[config.mk]
export PLATFORM = sky130hd
export DESIGN_NAME = omp_v_ctrl
export DESIGN_NICKNAME = d
export VERILOG_FILES = /design/src/rtl/omp_v_ctrl.sv
export SDC_FILE = /design/constraint.sdc
export NUM_CORES = 1
export LEC_CHECK = 0
export BUFFER_PORTS_ARGS = -buffer_cell sky130_fd_sc_hd__buf_2
export CAP_MARGIN = 0
export CORE_MARGIN = 8
export CORE_UTILIZATION = 40
export DETAILED_ROUTE_END_ITERATION = 16
export GPL_ROUTABILITY_DRIVEN = 0
export MAX_ROUTING_LAYER = met4
export PLACE_DENSITY = 0.65
export SYNTH_ARGS = -nofsm -noshare
export SYNTH_HDL_FRONTEND = slang
export SYNTH_SLANG_ARGS = --single-unit
[constraint.sdc]
create_clock -name clk -period 3.4 [get_ports clk]
set_input_delay 0 -clock clk [delete_from_list [all_inputs] [get_ports clk]]
set_output_delay 0 -clock clk [all_outputs]
set_load 0.005 [all_outputs]
[src/rtl/omp_v_ctrl.sv]
// omp_v_ctrl: stream-to-RAM controller in front of the omp_V single-port vector
// buffer (1-cycle read latency, write-first). LOAD writes len words from the
// s_* stream to addresses 0..len-1. DRAIN reads addresses 0..len-1 through a
// 2-entry skid FIFO onto the m_* stream with full backpressure.
//
// Optional feature: define OMP_V_CTRL_LEN_CHECK_EN to clamp len to MEM_SIZE and
// raise a sticky err. Without it, len is used as given, the address wraps and
// err is tied to 0.
//
// Ports:
//   clk, rst_n             clock, asynchronous active-low reset
//   start, mode, len       command (mode 0 = LOAD, 1 = DRAIN), sampled in IDLE
//   s_data/s_valid/s_ready load stream
//   m_data/m_valid/m_ready drain stream
//   busy, done, err        status (done is a one-cycle pulse)
//   ram_addr/ce/we/d, ram_q buffer port
module omp_v_ctrl #(
  parameter int unsigned DWIDTH   = 32,
  parameter int unsigned AWIDTH   = 7,
  parameter int unsigned MEM_SIZE = 128
) (
  input  logic              clk,
  input  logic              rst_n,
  input  logic              start,
  input  logic              mode,
  input  logic [AWIDTH:0]   len,
  input  logic [DWIDTH-1:0] s_data,
  input  logic              s_valid,
  output logic              s_ready,
  output logic [DWIDTH-1:0] m_data,
  output logic              m_valid,
  input  logic              m_ready,
  output logic              busy,
  output logic              done,
  output logic              err,
  output logic [AWIDTH-1:0] ram_addr,
  output logic              ram_ce,
  output logic              ram_we,
  output logic [DWIDTH-1:0] ram_d,
  input  logic [DWIDTH-1:0] ram_q
);

  localparam int unsigned CntW = AWIDTH + 1;
  localparam logic [AWIDTH:0] MemSizeW = CntW'(MEM_SIZE);

`ifdef OMP_V_CTRL_LEN_CHECK_EN
  localparam bit LenCheck = 1'b1;
`else
  localparam bit LenCheck = 1'b0;
`endif

  typedef enum logic [1:0] {StIdle, StLoad, StDrain, StFin} state_e;

  state_e            state_q, state_d;
  logic [AWIDTH:0]   len_q, len_d;
  logic [AWIDTH:0]   cnt_q, cnt_d;    // write address / issued reads
  logic [AWIDTH:0]   dcnt_q, dcnt_d;  // delivered words
  logic              err_q, err_d;

  // Skid FIFO
  logic [DWIDTH-1:0] fifo_q [2];
  logic              wr_ptr_q, rd_ptr_q;
  logic [1:0]        occ_q;
  logic              rd_pend_q;       // read issued last cycle, ram_q valid now
  logic              issue;
  logic              pop;
  logic [1:0]        slots;

  assign m_valid  = (occ_q != 2'd0);
  assign m_data   = fifo_q[rd_ptr_q];
  assign pop      = m_valid && m_ready;
  assign busy     = (state_q != StIdle);
  assign ram_addr = cnt_q[AWIDTH-1:0];
  assign err      = LenCheck ? err_q : 1'b0;

  // Slots committed after this edge; a same-cycle pop frees one, which keeps
  // the read pipeline full at one word per cycle under m_ready=1.
  assign slots = occ_q + {1'b0, rd_pend_q} - {1'b0, pop};

  always_comb begin
    state_d = state_q;
    len_d   = len_q;
    cnt_d   = cnt_q;
    dcnt_d  = dcnt_q;
    err_d   = err_q;
    s_ready = 1'b0;
    ram_ce  = 1'b0;
    ram_we  = 1'b0;
    ram_d   = '0;
    issue   = 1'b0;
    done    = 1'b0;
    unique case (state_q)
      StIdle: begin
        if (start) begin
          cnt_d  = '0;
          dcnt_d = '0;
          err_d  = 1'b0;
          len_d  = len;
          if (LenCheck && (len > MemSizeW)) begin
            len_d = MemSizeW;
            err_d = 1'b1;
          end
          if (len_d == '0) state_d = StFin;
          else             state_d = mode ? StDrain : StLoad;
        end
      end
      StLoad: begin
        s_ready = 1'b1;
        ram_ce  = s_valid;
        ram_we  = s_valid;
        ram_d   = s_data;
        if (s_valid) begin
          cnt_d = cnt_q + 1'b1;
          if (cnt_d == len_q) state_d = StFin;
        end
      end
      StDrain: begin
        issue  = (cnt_q < len_q) && (slots < 2'd2);
        ram_ce = issue;
        if (issue) cnt_d = cnt_q + 1'b1;
        if (pop) begin
          dcnt_d = dcnt_q + 1'b1;
          if (dcnt_d == len_q) state_d = StFin;
        end
      end
      StFin: begin
        done    = 1'b1;
        state_d = StIdle;
      end
      default: state_d = StIdle;
    endcase
  end

  always_ff @(posedge clk or negedge rst_n) begin
    if (!rst_n) begin
      state_q <= StIdle;
      len_q   <= '0;
      cnt_q   <= '0;
      dcnt_q  <= '0;
      err_q   <= 1'b0;
    end else begin
      state_q <= state_d;
      len_q   <= len_d;
      cnt_q   <= cnt_d;
      dcnt_q  <= dcnt_d;
      err_q   <= err_d;
    end
  end

  always_ff @(posedge clk or negedge rst_n) begin
    if (!rst_n) begin
      fifo_q[0] <= '0;
      fifo_q[1] <= '0;
      wr_ptr_q  <= 1'b0;
      rd_ptr_q  <= 1'b0;
      occ_q     <= 2'd0;
      rd_pend_q <= 1'b0;
    end else begin
      rd_pend_q <= issue;
      if (rd_pend_q) begin
        fifo_q[wr_ptr_q] <= ram_q;
        wr_ptr_q         <= ~wr_ptr_q;
      end
      if (pop) rd_ptr_q <= ~rd_ptr_q;
      occ_q <= occ_q + {1'b0, rd_pend_q} - {1'b0, pop};
    end
  end

endmodule
* After elaboration in Yosys (flattened, before gate mapping)
Cells that the tools add are included.
Word-level totals: logic and storage cells 73, input port bits 78, output and inout bits 78, register bits 95
Operators by class: equal/unequal tests 11, bitwise logic cells 4, mux-type cells 26, reductions and logical operators 13, add/subtract/negate cells 4, magnitude comparators 5
Operators with widths (number):
- 2-to-1 mux 32 bit | 5
- bitwise mux 64 bit | 1
- demux 32 bit (select 1 bit) | 1
- 2-to-1 mux 8 bit | 4
- case mux 8 bit (3 select lines) | 1
- adder 8 x 1 -> 8 bit (second input constant) | 2
- equality test 8 bit | 2
- case mux 8 bit (2 select lines) | 1
- 2-to-1 mux 2 bit | 7
- != test 2 bit (second input constant) | 6
- logical NOT 8 bit | 1
- < comparator 8 bit | 1
- case mux 2 bit (4 select lines) | 1
- nonzero test 2 bit | 3
- AND reduction 5 bit | 1
- equality test 2 bit (second input constant) | 2
- greater-or-equal comparator 2 bit (second input constant) | 2
- 2-to-1 mux 1 bit | 4
- NOT 1 -> 2 bit | 2
- AND reduction 4 bit | 1
- logical AND 1 bit | 3
- AND reduction 3 bit | 1
- nonzero test 3 bit | 1
- adder 2 x 1 -> 2 bit | 1
- 8 further kinds | 9

* Logic depth before layout (Yosys ltp)
Gate-level depths: netlist of the first run.
depth in word-level cells 7, depth in mapped cells 11, mapped depth without buffers 11

* Worst setup path after synthesis of the first run
Ideal clock, no wire load.
path type flip-flop to flip-flop, from reg occ_q[1], to reg cnt_q[3], buffers on the path 0, clock period less this slack 2.677 ns, path slack 0.723 ns, setup time 0.104 ns, cell stages (with the launch flop) 12, arrival 2.573 ns, required time 3.296 ns, path through dfrtp_1 -> o21ai_0 -> inv_1 -> ha_1 -> inv_1 -> ha_1 -> xnor2_1 -> xnor2_1 -> a2111oi_4 -> o221ai_2 -> o21a_4 -> o311ai_1
On the way: cells in the longest elaborated chain, start to end 7, elaborated cells between the ends (all ways) 8, those cells by class add/sub (2); order compare (1); eq/ne (1); reduce/logical (4)
RTL lines:
- start: declaration | RTL line 63 | logic [1:0] occ_q;
- start signal: assignment | RTL line 165 | occ_q <= occ_q + {1'b0, rd_pend_q} - {1'b0, pop};
- nonzero test 2 bit | RTL line 69 | assign m_valid = (occ_q != 2'd0);
- logical AND 1 bit | RTL line 71 | assign pop = m_valid && m_ready;
- net pop | RTL line 66 | logic pop;
- subtractor 2 x 1 -> 2 bit | RTL line 78 | assign slots = occ_q + {1'b0, rd_pend_q} - {1'b0, pop};
- net slots[1] | RTL line 67 | logic [1:0] slots;
- < comparator 2 bit | RTL line 118 | issue = (cnt_q < len_q) && (slots < 2'd2);
- logical AND 1 bit | RTL line 118
- != test 2 bit (no source line)
- AND reduction 4 bit (no source line)
- end signal: assignment | RTL line 144 | cnt_q <= cnt_d;
- end: declaration | RTL line 56 | logic [AWIDTH:0] cnt_q, cnt_d;
The timed path passes the listed nets, and every way through them passes these cells. A chain may end at the register's enable or synchronous reset.

* Final worst setup path of the first run
Same ends and word-level chain as after synthesis.

==> results.md, run 1 <==
* Status: complete, no violations
* Critical path class: reg2reg
* Post-synthesis cell count at between 400 and 500
* Seq/Total Area, Yosys at a little under half
* Synth top area cells: dfrtp_1 45%, mux2_2 22%, and2_1 3.9%
* Initial DRC Count at between 200 and 250
* MaxCap Viol Count at 0
* Asr flop ratio synth at 100.0%
* Root Driver: clkbuf_16
* Fillers at 1,149
* DR pass1 iterations at 4
* IO Pins at 156
* CP required at ~3.6 ns
* Syn Nets at roughly 560
* Max Root-Sink Buffers at 2
* Final Hold Fails at 0
* P&R area growth vs syn at 30.77%
* Global-route wire length before repair at around 21,000 um
* CTS resizes at 0
* Skew final at 0.005979 ns
* Synthesized area at ~0.0053 mm2
* CP cell instances: o21ai_0, buf_4, inv_1, ha_1, inv_1, ha_1, xnor2_1, xnor2_1, a2111oi_4, o221ai_2, o21a_4, o311ai_1
* Die height at around 130 um
* CTS clk-pin slew, worst paths at 0.07 ns
* Num CTS Buffers at 9
* Synth area leader: dfrtp_1
* Initial antenna violation count at 0
* Total negative slack at 0 ns
* Crit share post-route at between 80% and 90%
* Largest net degree at the start of global routing at between 70 and 80
* Dpl cell area at between 0.006 and 0.007 mm2
* Power density over the cells at approximately 930 mW/mm2
* Setup Buffers After CTS at 0
* Via/cell ratio at 5.012
* Kind of end point of the critical path: flip-flop
* Hold WS at between 0.04 and 0.05 ns
* Worst-skew pair later-pin latency at around 0.34 ns
* ANT nets after route at 0
* VDD IR max at 0.4059 mV
* Leak pwr at ~3.2 nW
* Hold buffers post-CTS at 42
* Vias after detailed routing at ~4,100
* Floorplan row count at 42
* Reg area at 0.002377 mm2
* Power, Total at between 6 and 7 mW
* Nets at roughly 730
* Most frequent cells in the layout: 153 x buf_2, 104 x mux2_2, 95 x dfrtp_1
* RSZ-0062 raised after global routing: no
* PnR worst setup slack at a little over 0.5 ns
* Die X at between 100 and 150 um
* Initial Util at roughly two fifths
* DRC at 0
* Routed wire length at roughly 13,000 um
* Remaining Overflow, GRT at 0
* H-tree depth at 3
* Number of global-route vias before repair at about 4,400
* Commonest non-fill, non-tap cell in the layout: buf_2
* Synth cell types at 50
* Multi-input gate area in the final layout at 0.002661 mm2
* Post-synth EDFFs at 0
* PortBufs at about 150
* TritonCTS clock tree: built
* Worst setup SP type: flip-flop
* Worst-path maximum fanout at 8
* Synth Register Bits at 95
* Rel. slew slack at between 30% and 40%
* Share of cells above drive strength 1 at between 40% and 50%
* Die area at around 0.017 mm2
* WL/cell at 16.14 um
* Final core occ at around 53%
* Hpwl dp at approximately 9500 um
* Dpl cells at roughly 760
* Final Max Slew Viols at 0
* Critical path arrival at around 3.1 ns
* CTS Sinks at between 90 and 100
* Type of the tightest min-delay check: in2reg
* Final Critical Period at around 2.9 ns
* CP max stage delay at around 0.4 ns
* Placeable Area at between 0.01 and 0.015 mm2
* Ys flop type: dfrtp_1
* Worst-Margin Slew at 1.031 ns
* Pre-CTS WS at between 0.4 and 0.5 ns
* Share of the synthesized area in the top cell type at between 40% and 50%
* Final Non-Filler Cells at 821
* Yosys warnings at 0
* Gr usage total at 16.04%
* Ant diodes at 0
* Final setup vio count at 0
* Avg Inst Size Synth at roughly 11 um2
* Slowest-stage cell, CP: dfrtp_1
* Final Instance Area at about 0.0069 mm2
* Max Clock Freq at ~350 MHz
==> worst max-delay path: cells and delay by family, from the launching register on <==
family,cells,cell delay (ns)
AOI/OAI and AO/OA,5,1.39
adders and majority gates,2,0.44
DFF,1,0.39
xor gates and xnor gates,2,0.36
buffers and inverters,3,0.22
==> area by class of cell <==
cell class / instances / share of cell area [%]
multi-input cells: 313 / 38.65
clock buffers: 12 / 3.580
clock inverters: 4 / 1.127
well taps: 176 / 3.198
repair buffers: 200 / 17.77
flip-flops and latches: 95 / 34.53
inverters: 21 / 1.145
==> per-layer routing <==
layer	vias up	routed length [um]	global-route usage, %
met1	1983	5927	19.56
met4	0	142	4.321
met5	-	0	-
met2	114	6550	26.49
li1	2004	-	-
met3	14	627	3.409
==> logic make-up after synthesis <==
kind of cell | share of synthesized area, %
mux | 22.81
simple gates | 11.15
flops | 45.15
compound gates | 9.577
buf+inv | 4.444
xor+xnor | 2.994
fa+ha+maj | 3.802
other cells | 0.07122
==> state kept, by name, indices dropped and copies added, names as in the netlist <==
name	flops
cnt_q	8
dcnt_q	8
fifo_q	64
len_q	8
occ_q	2
rd_pend_q	1
rd_ptr_q	1
state_q	2
wr_ptr_q	1
==> where the power goes <==
group / total, mW / internal (mW) / switching, mW
Combinational: 3.14 / 1.69 / 1.45
Clock: 1.09 / 0.669 / 0.421
Sequential: 2.16 / 1.70 / 0.461
Total: 6.39 / 4.06 / 2.33
==> cells in the mapped netlist, drive strengths merged, types with 2 or more instances <==
cell and n:
o311ai 3, xnor2 12, nand4 5, nor4 3, o21ai 16, o32ai 2
nor3 5, nand3b 4, nor2 4, and3 2, mux2i 3, nand2 21
nand3 9, mux2 104, o21a 6, xor2 6, o211ai 13, clkbuf 17
or4 2, nor2b 4, o22ai 2, o221ai 2, and4 3, ha 16
dfrtp 95, a211oi 3, a2111oi 2, a21o 2, a21oi 5, inv 21
or3 3, a22o 5, and2 33, buf 15, nand2b 4
==> final timing paths <==
check	endpoint	start	slack [ns]	cells past startpoint
worst max-delay path	cnt_q[3]	occ_q[1]	0.51	12
worst min-delay path	rd_ptr_q	m_ready	0.05	4
worst max register to register	cnt_q[3]	occ_q[1]	0.51	12
worst min register to register	wr_ptr_q	rd_pend_q	0.50	1
max in group asynchronous	fifo_q[34]	rst_n	2.20	3
min in group asynchronous	fifo_q[18]	rst_n	0.33	2
(Power assumes the default switching activity.)
==> run 2: changes to the inputs <==
==> constraint.sdc (replaced) <==
create_clock -name clk -period 3.4 [get_ports clk]
set_input_delay 0.68 -clock clk [delete_from_list [all_inputs] [get_ports clk]]
set_output_delay 0.68 -clock clk [all_outputs]
set_load 0.005 [all_outputs]
==> run 2 against run 1 <==
  * Combinational power barely moved
  * Die area is the same
  * Sequential cell count did not move
  * Hold slack gained 0.27 ns
  * Cell count down 4.5%
  * Power shrank 1.9%
  * Largest cell class unchanged
  * Largest power group unchanged
==> results.md, run 2 (same netlist as run 1, synthesis figures left out) <==
* Status: complete, no violations
* Dpl cells at 767 (+0.52%)
* Die area at 0.01709 mm2 (unchanged)
* MaxCap Viol Count at 0 (unchanged)
* Skew final at 0.008647 ns (+0.002667 ns)
* IO Pins at 156 (unchanged)
* DRC at 0 (unchanged)
* Final setup vio count at 0 (unchanged)
* Power density over the cells at 967.1 mW/mm2 (+4.2%)
* Vias after detailed routing at 3,999 (-2.8%)
* Root Driver: clkbuf_16
* Initial antenna violation count at 0 (unchanged)
* Final Instance Area at 0.006484 mm2 (-5.8%)
* RSZ-0062 raised after global routing: no
* Commonest non-fill, non-tap cell in the layout: buf_2
* Multi-input gate area in the final layout at 0.002684 mm2 (+0.85%)
* Via/cell ratio at 5.101 (+1.8%)
* Initial DRC Count at 187 (-15%)
* Placeable Area at 0.01303 mm2 (unchanged)
* Nets at 697 (-5.0%)
* Gr usage total at 15.33% (-0.72 points)
* Hold buffers post-CTS at 0 (-100%)
* Most frequent cells in the layout: 153 x buf_2, 104 x mux2_2, 95 x dfrtp_1
* Largest net degree at the start of global routing at 45 (-38%)
* ANT nets after route at 0 (unchanged)
* Type of the tightest min-delay check: in2async
* P&R area growth vs syn at 23.15%
* Critical path class: reg2out
* DR pass1 iterations at 4 (unchanged)
* Worst-skew pair later-pin latency at 0.35 ns (about the same)
* Reg area at 0.002377 mm2 (unchanged)
* Leak pwr at 2.979 nW (-5.5%)
* Final Max Slew Viols at 0 (unchanged)
* Pre-CTS WS at 0.02942 ns (-0.4432 ns)
* PnR worst setup slack at 0.1769 ns (-0.3307 ns)
* Floorplan row count at 42 (unchanged)
* Max Clock Freq at 310.3 MHz (-10%)
* TritonCTS clock tree: built
* Critical path arrival at 2.54 ns (-0.59 ns)
* Final Non-Filler Cells at 784 (-4.5%)
* Die X at 130.7 um (unchanged)
* WL/cell at 16.11 um (-0.18%)
* Crit share post-route at 94.80% (+9.7 points)
* Worst-path maximum fanout at 3 (-5)
* Dpl cell area at 0.006171 mm2 (+0.49%)
* Num CTS Buffers at 9 (unchanged)
* VDD IR max at 0.5015 mV (+24%)
* Worst-Margin Slew at 0.9982 ns (-0.03256 ns)
* CP required at 2.72 ns (-0.92 ns)
* H-tree depth at 3 (unchanged)
* Number of global-route vias before repair at 4,158 (-5.9%)
* Remaining Overflow, GRT at 0 (unchanged)
* Final Hold Fails at 0 (unchanged)
* Max Root-Sink Buffers at 2 (unchanged)
* CTS Sinks at 95 (unchanged)
* Rel. slew slack at 33.29% (+2.2 points)
* PortBufs at 154 (unchanged)
* Share of cells above drive strength 1 at 48.19% (+4.3 points)
* Global-route wire length before repair at 20,210 um (-5.1%)
* Most flops, register: fifo_q
* CTS clk-pin slew, worst paths at 0.07 ns (about the same)
* Initial Util at 40.40% (unchanged)
* Max FFs per register at 64 (unchanged)
* Fillers at 1,197 (+4.2%)
* Worst setup SP type: flip-flop
* Total negative slack at 0 ns (unchanged)
* Die height at 130.7 um (unchanged)
* Ant diodes at 0 (unchanged)
* Routed wire length at 12,630 um (-4.7%)
* Final Critical Period at 3.223 ns (+0.3307 ns)
* Kind of end point of the critical path: output pin
* Hpwl dp at 9583 um (+0.69%)
## run 2: cell types whose count changed in the layout (fill, tap and decap cells not counted)
cell | before | now
dlygate4sd3_1 | 42 | 0
buf_4 | 5 | 10
clkinvlp_4 | 0 | 5
bufinv_16 | 2 | 0
clkbuf_1 | 2 | 0
xnor2_1 | 12 | 10
xnor2_2 | 0 | 2
clkbuf_8 | 1 | 0
clkinv_4 | 1 | 0
inv_8 | 0 | 1
nor2b_1 | 4 | 3
nor2b_4 | 0 | 1
o21ai_0 | 14 | 13
o21ai_1 | 2 | 3
## run 2: worst max-delay path: stages, from the launching register on
cell and delay, ns:
dfrtp_1 0.42, o21ai_1 0.18, inv_1 0.06, ha_1 0.27, inv_1 0.04, ha_1 0.19
xnor2_2 0.15, xnor2_2 0.18, a2111oi_4 0.26, nor2b_4 0.23, o21a_1 0.12, buf_2 0.10
## run 2: routing by layer
layer	wire length [um]	up-vias	GRT usage (%)
met3	652	12	2.679
li1	-	1924	-
met2	6225	115	25.19
met1	5601	1948	19.01
met5	0	-	-
met4	147	0	4.456
## run 2: repair_timing
action                     CTS  global route
resized for setup            5             0
setup endpoints to repair    1             1
buffers inserted             0             1
pin swaps                    0             1
## run 2: path summary, 6_finish.rpt
check / start / to / slack (ns) / cells after the start
min: rst_n / fifo_q[16] / 0.32 / 1
max reg2reg: occ_q[1] / cnt_q[6] / 0.68 / 11
min reg2reg: rd_pend_q / wr_ptr_q / 0.49 / 1
max in group asynchronous: rst_n / cnt_q[7] / 2.31 / 2
min in group clk: rd_pend_q / wr_ptr_q / 0.49 / 1
max: occ_q[1] / ram_ce / 0.18 / 11
## run 2: stage by stage
stage | power (mW) | hold slack, ns | util [%]
6_report | 6.270 | 0.3165 | 49.75
5_1_grt | 6.790 | 0.3676 | 49.75
4_1_cts | 6.363 | 0.3281 | 49.69
3_5_place_dp | 5.332 | 0.4804 | 47.35
3_3_place_gp | 5.207 | 0.4809 | 47.35
2_1_floorplan | 4.289 | 0.3844 | -
## run 2: layout make-up
cell class	count	share of cell area [%]
clock inverters	7	0.8877
flip-flops and latches	95	36.67
inverters	21	1.216
repair buffers	163	12.97
well taps	176	3.396
clock buffers	9	3.474
multi-input cells	313	41.39
## run 2: power breakdown
part	internal [mW]	total, mW	leakage [nW]	switching (mW)
clock	0.503	0.965	0.122	0.462
sequential	1.70	2.15	1.13	0.455
combinational	1.71	3.16	1.73	1.45
total	3.91	6.27	2.98	2.36
==> run 3: changes to the inputs <==
--- a/config.mk
+++ b/config.mk
@@ -7,7 +7,7 @@
 export LEC_CHECK = 0
 export BUFFER_PORTS_ARGS = -buffer_cell sky130_fd_sc_hd__buf_2
 export CAP_MARGIN = 0
-export CORE_MARGIN = 8
+export CORE_MARGIN = 3
 export CORE_UTILIZATION = 40
 export DETAILED_ROUTE_END_ITERATION = 16
 export GPL_ROUTABILITY_DRIVEN = 0
==> constraint.sdc (replaced) <==
create_clock -name clk -period 4.1 [get_ports clk]
set_input_delay 0.82 -clock clk [delete_from_list [all_inputs] [get_ports clk]]
set_output_delay 0.82 -clock clk [all_outputs]
set_load 0.005 [all_outputs]
==> run 3 against run 2 <==
  * Combinational power fell by 19%
  * Setup slack better by 0.22 ns
  * Clock power shrank 13%
  * Power down 17%
  * Register-to-register slack gained 0.43 ns
  * Global-route usage increased by 2.0 points
  * Hold slack gained 0.087 ns
  * Sequential share of layout area increased by 0.29 points
  * Cell count fell by 1.1%
  * Utilization is 0.82 points higher
  * Via count down 0.43%
  * Critical path depth unchanged
  * Critical path type unchanged
  * Critical endpoint unchanged
==> results.md, run 3 (same netlist as run 1, synthesis figures left out) <==
* P&R area growth vs syn at 22.20%
* DR pass1 iterations at 4 (unchanged)
* RSZ-0062 raised after global routing: no
* MaxCap Viol Count at 0 (unchanged)
* Status: complete, no violations
* PortBufs at 154 (unchanged)
* Crit share post-route at between 90 and 100%
* Worst-skew pair later-pin latency at 0.34 ns (about the same)
* CTS Sinks at 95 (unchanged)
* DRC at 0 (unchanged)
* Leak pwr at 2.963 nW (-0.54%)
* Floorplan row count at 41 (-2.4%)
* ANT nets after route at 0 (unchanged)
* Switch Pwr at 1.928 mW (-18%)
* Ant diodes at 0 (unchanged)
* Type of the tightest min-delay check: in2async
* Final core occ at 50.57% (+0.82 points)
* Max Root-Sink Buffers at 2 (unchanged)
* Total negative slack at 0 ns (unchanged)
* GR Util met2 at 27.66% (+2.5 points)
* Switching share of total power at 37.18% (-0.53 points)
* Rel. slew slack at 34.55% (+1.3 points)
* Via/cell ratio at 5.138 (+0.73%)
* H-tree depth at 3 (unchanged)
* CTS clk-pin slew, worst paths at 0.07 ns (about the same)
* Initial Util at 41.38% (+0.99 points)
* Setup Buffers After CTS at 0 (unchanged)
* Final Non-Filler Cells at 775 (-1.1%)
* Remaining Overflow, GRT at 0 (unchanged)
* GR Layer Usage met1 at 22.83% (+3.8 points)
* Dpl cell area at 0.006136 mm2 (-0.57%)
* Critical path arrival at 2.88 ns (+0.34 ns)
* Num CTS Buffers at 9 (unchanged)
* Pre-CTS WS at 0.4280 ns (+0.3986 ns)
* VDD IR max at 0.3770 mV (-25%)
* CTS resizes at 0 (-5)
* Final Instance Area at 0.006434 mm2 (-0.77%)
* Gr usage total at 17.31% (+2.0 points)
* Reg power frac at 34.4% (about the same)
* WL/cell at 15.60 um (-3.1%)
* Final Hold Fails at 0 (unchanged)
* Placeable Area at 0.01272 mm2 (-2.4%)
* Max FFs per register at 64 (unchanged)
* Number of global-route vias before repair at 3,967 (-4.6%)
* Worst-Margin Slew at 0.9795 ns (-0.01871 ns)
* TritonCTS clock tree: built
* Dpl cells at 759 (-1.0%)
* Final Max Slew Viols at 0 (unchanged)
* IO Pins at 156 (unchanged)
* Skew final at 0.004770 ns (-0.003876 ns)
* Comb pwr share at 49.4% (-0.9 points)
* Fillers at 1,183 (-1.2%)
* Max Clock Freq at 270.3 MHz
* Worst setup SP type: flip-flop
* Clock group share of total power at 16.2% (+0.8 points)
* Routed wire length at 12,090 um (-4.2%)
* Gr busiest metal: met2
* Worst-path maximum fanout at 3 (unchanged)
* Global-route wire length before repair at 19,800 um (-2.0%)
* Hpwl dp at 8877 um (-7.4%)
* PnR worst setup slack at 0.3999 ns (+0.2229 ns)
* Kind of end point of the critical path: output pin
* Initial DRC Count at 233 (+25%)
* Power density over the cells at 805.8 mW/mm2 (-17%)
* Initial antenna violation count at 0 (unchanged)
* Die X at 120.7 um (-7.6%)
* Die area at 0.01458 mm2 (-15%)
* Root Driver: clkbuf_16
* Share of cells above drive strength 1 at 47.10% (-1.1 points)
* Hold buffers post-CTS at 0 (unchanged)
* Die height at 120.7 um (-7.6%)
* Commonest non-fill, non-tap cell in the layout: buf_2
* Int Power at 3.257 mW (-17%)
* Hold WS at 0.4035 ns (+0.08705 ns)
* Power, Total at 5.184 mW (-17%)
* Most frequent cells in the layout: 153 x buf_2, 104 x mux2_2, 95 x dfrtp_1
* Final Critical Period at between 3 and 4 ns
* Critical path class: reg2out
* Nets at 692 (-0.72%)
* CP required at 3.28 ns (+0.56 ns)
* Most flops, register: fifo_q
* Met3 usage at 3.368% (+0.69 points)
* Vias after detailed routing at 3,982 (-0.43%)
* Final setup vio count at 0 (unchanged)
* Largest net degree at the start of global routing at 38 (-16%)
-- run 3: final timing paths --
kind / from / to / slack [ns] / cells after the start
hold reg to reg: fifo_q[22] / fifo_q[22] / 0.50 / 1
max in group asynchronous: rst_n / dcnt_q[3] / 2.93 / 2
hold / removal: rst_n / fifo_q[48] / 0.40 / 1
setup / recovery: occ_q[1] / ram_ce / 0.40 / 11
setup reg to reg: occ_q[1] / cnt_q[6] / 1.11 / 11
min in group clk: fifo_q[22] / fifo_q[22] / 0.50 / 1
-- run 3: layout make-up --
cell class	count	area, um2	share of cell area, %
multi-input combinational	313	2661	41.37
sequential	95	2377	36.95
timing repair buffer	158	803.3	12.49
clock buffer	10	229.0	3.559
tap	172	215.2	3.345
inverter	21	78.83	1.225
clock inverter	6	68.82	1.070
-- run 3: worst max-delay path, stage by stage (launching register included) --
cell and delay, ns:
dfrtp_1 0.40, o21ai_0 0.35, inv_1 0.08, ha_1 0.28
inv_1 0.04, ha_1 0.18, xnor2_1 0.13, xnor2_1 0.19
a2111oi_4 0.38, nor2b_1 0.25, o21a_1 0.15, buf_2 0.11
-- run 3: layer usage --
metal,part of all wire (%),vias to the layer above
met3,4.7,15
met5,0,-
met2,48,122
met4,1.3,0
met1,46,1940
li1,-,1905
-- run 3: power groups by stage --
stage / sequential [mW] / combinational (mW) / clock (mW)
floorplan: 1.63 / 1.93 / 0
global placement: 1.76 / 2.52 / 0
detailed placement: 1.80 / 2.59 / 0
CTS: 1.78 / 2.60 / 0.864
global route: 1.86 / 2.84 / 0.914
finish: 1.78 / 2.56 / 0.841
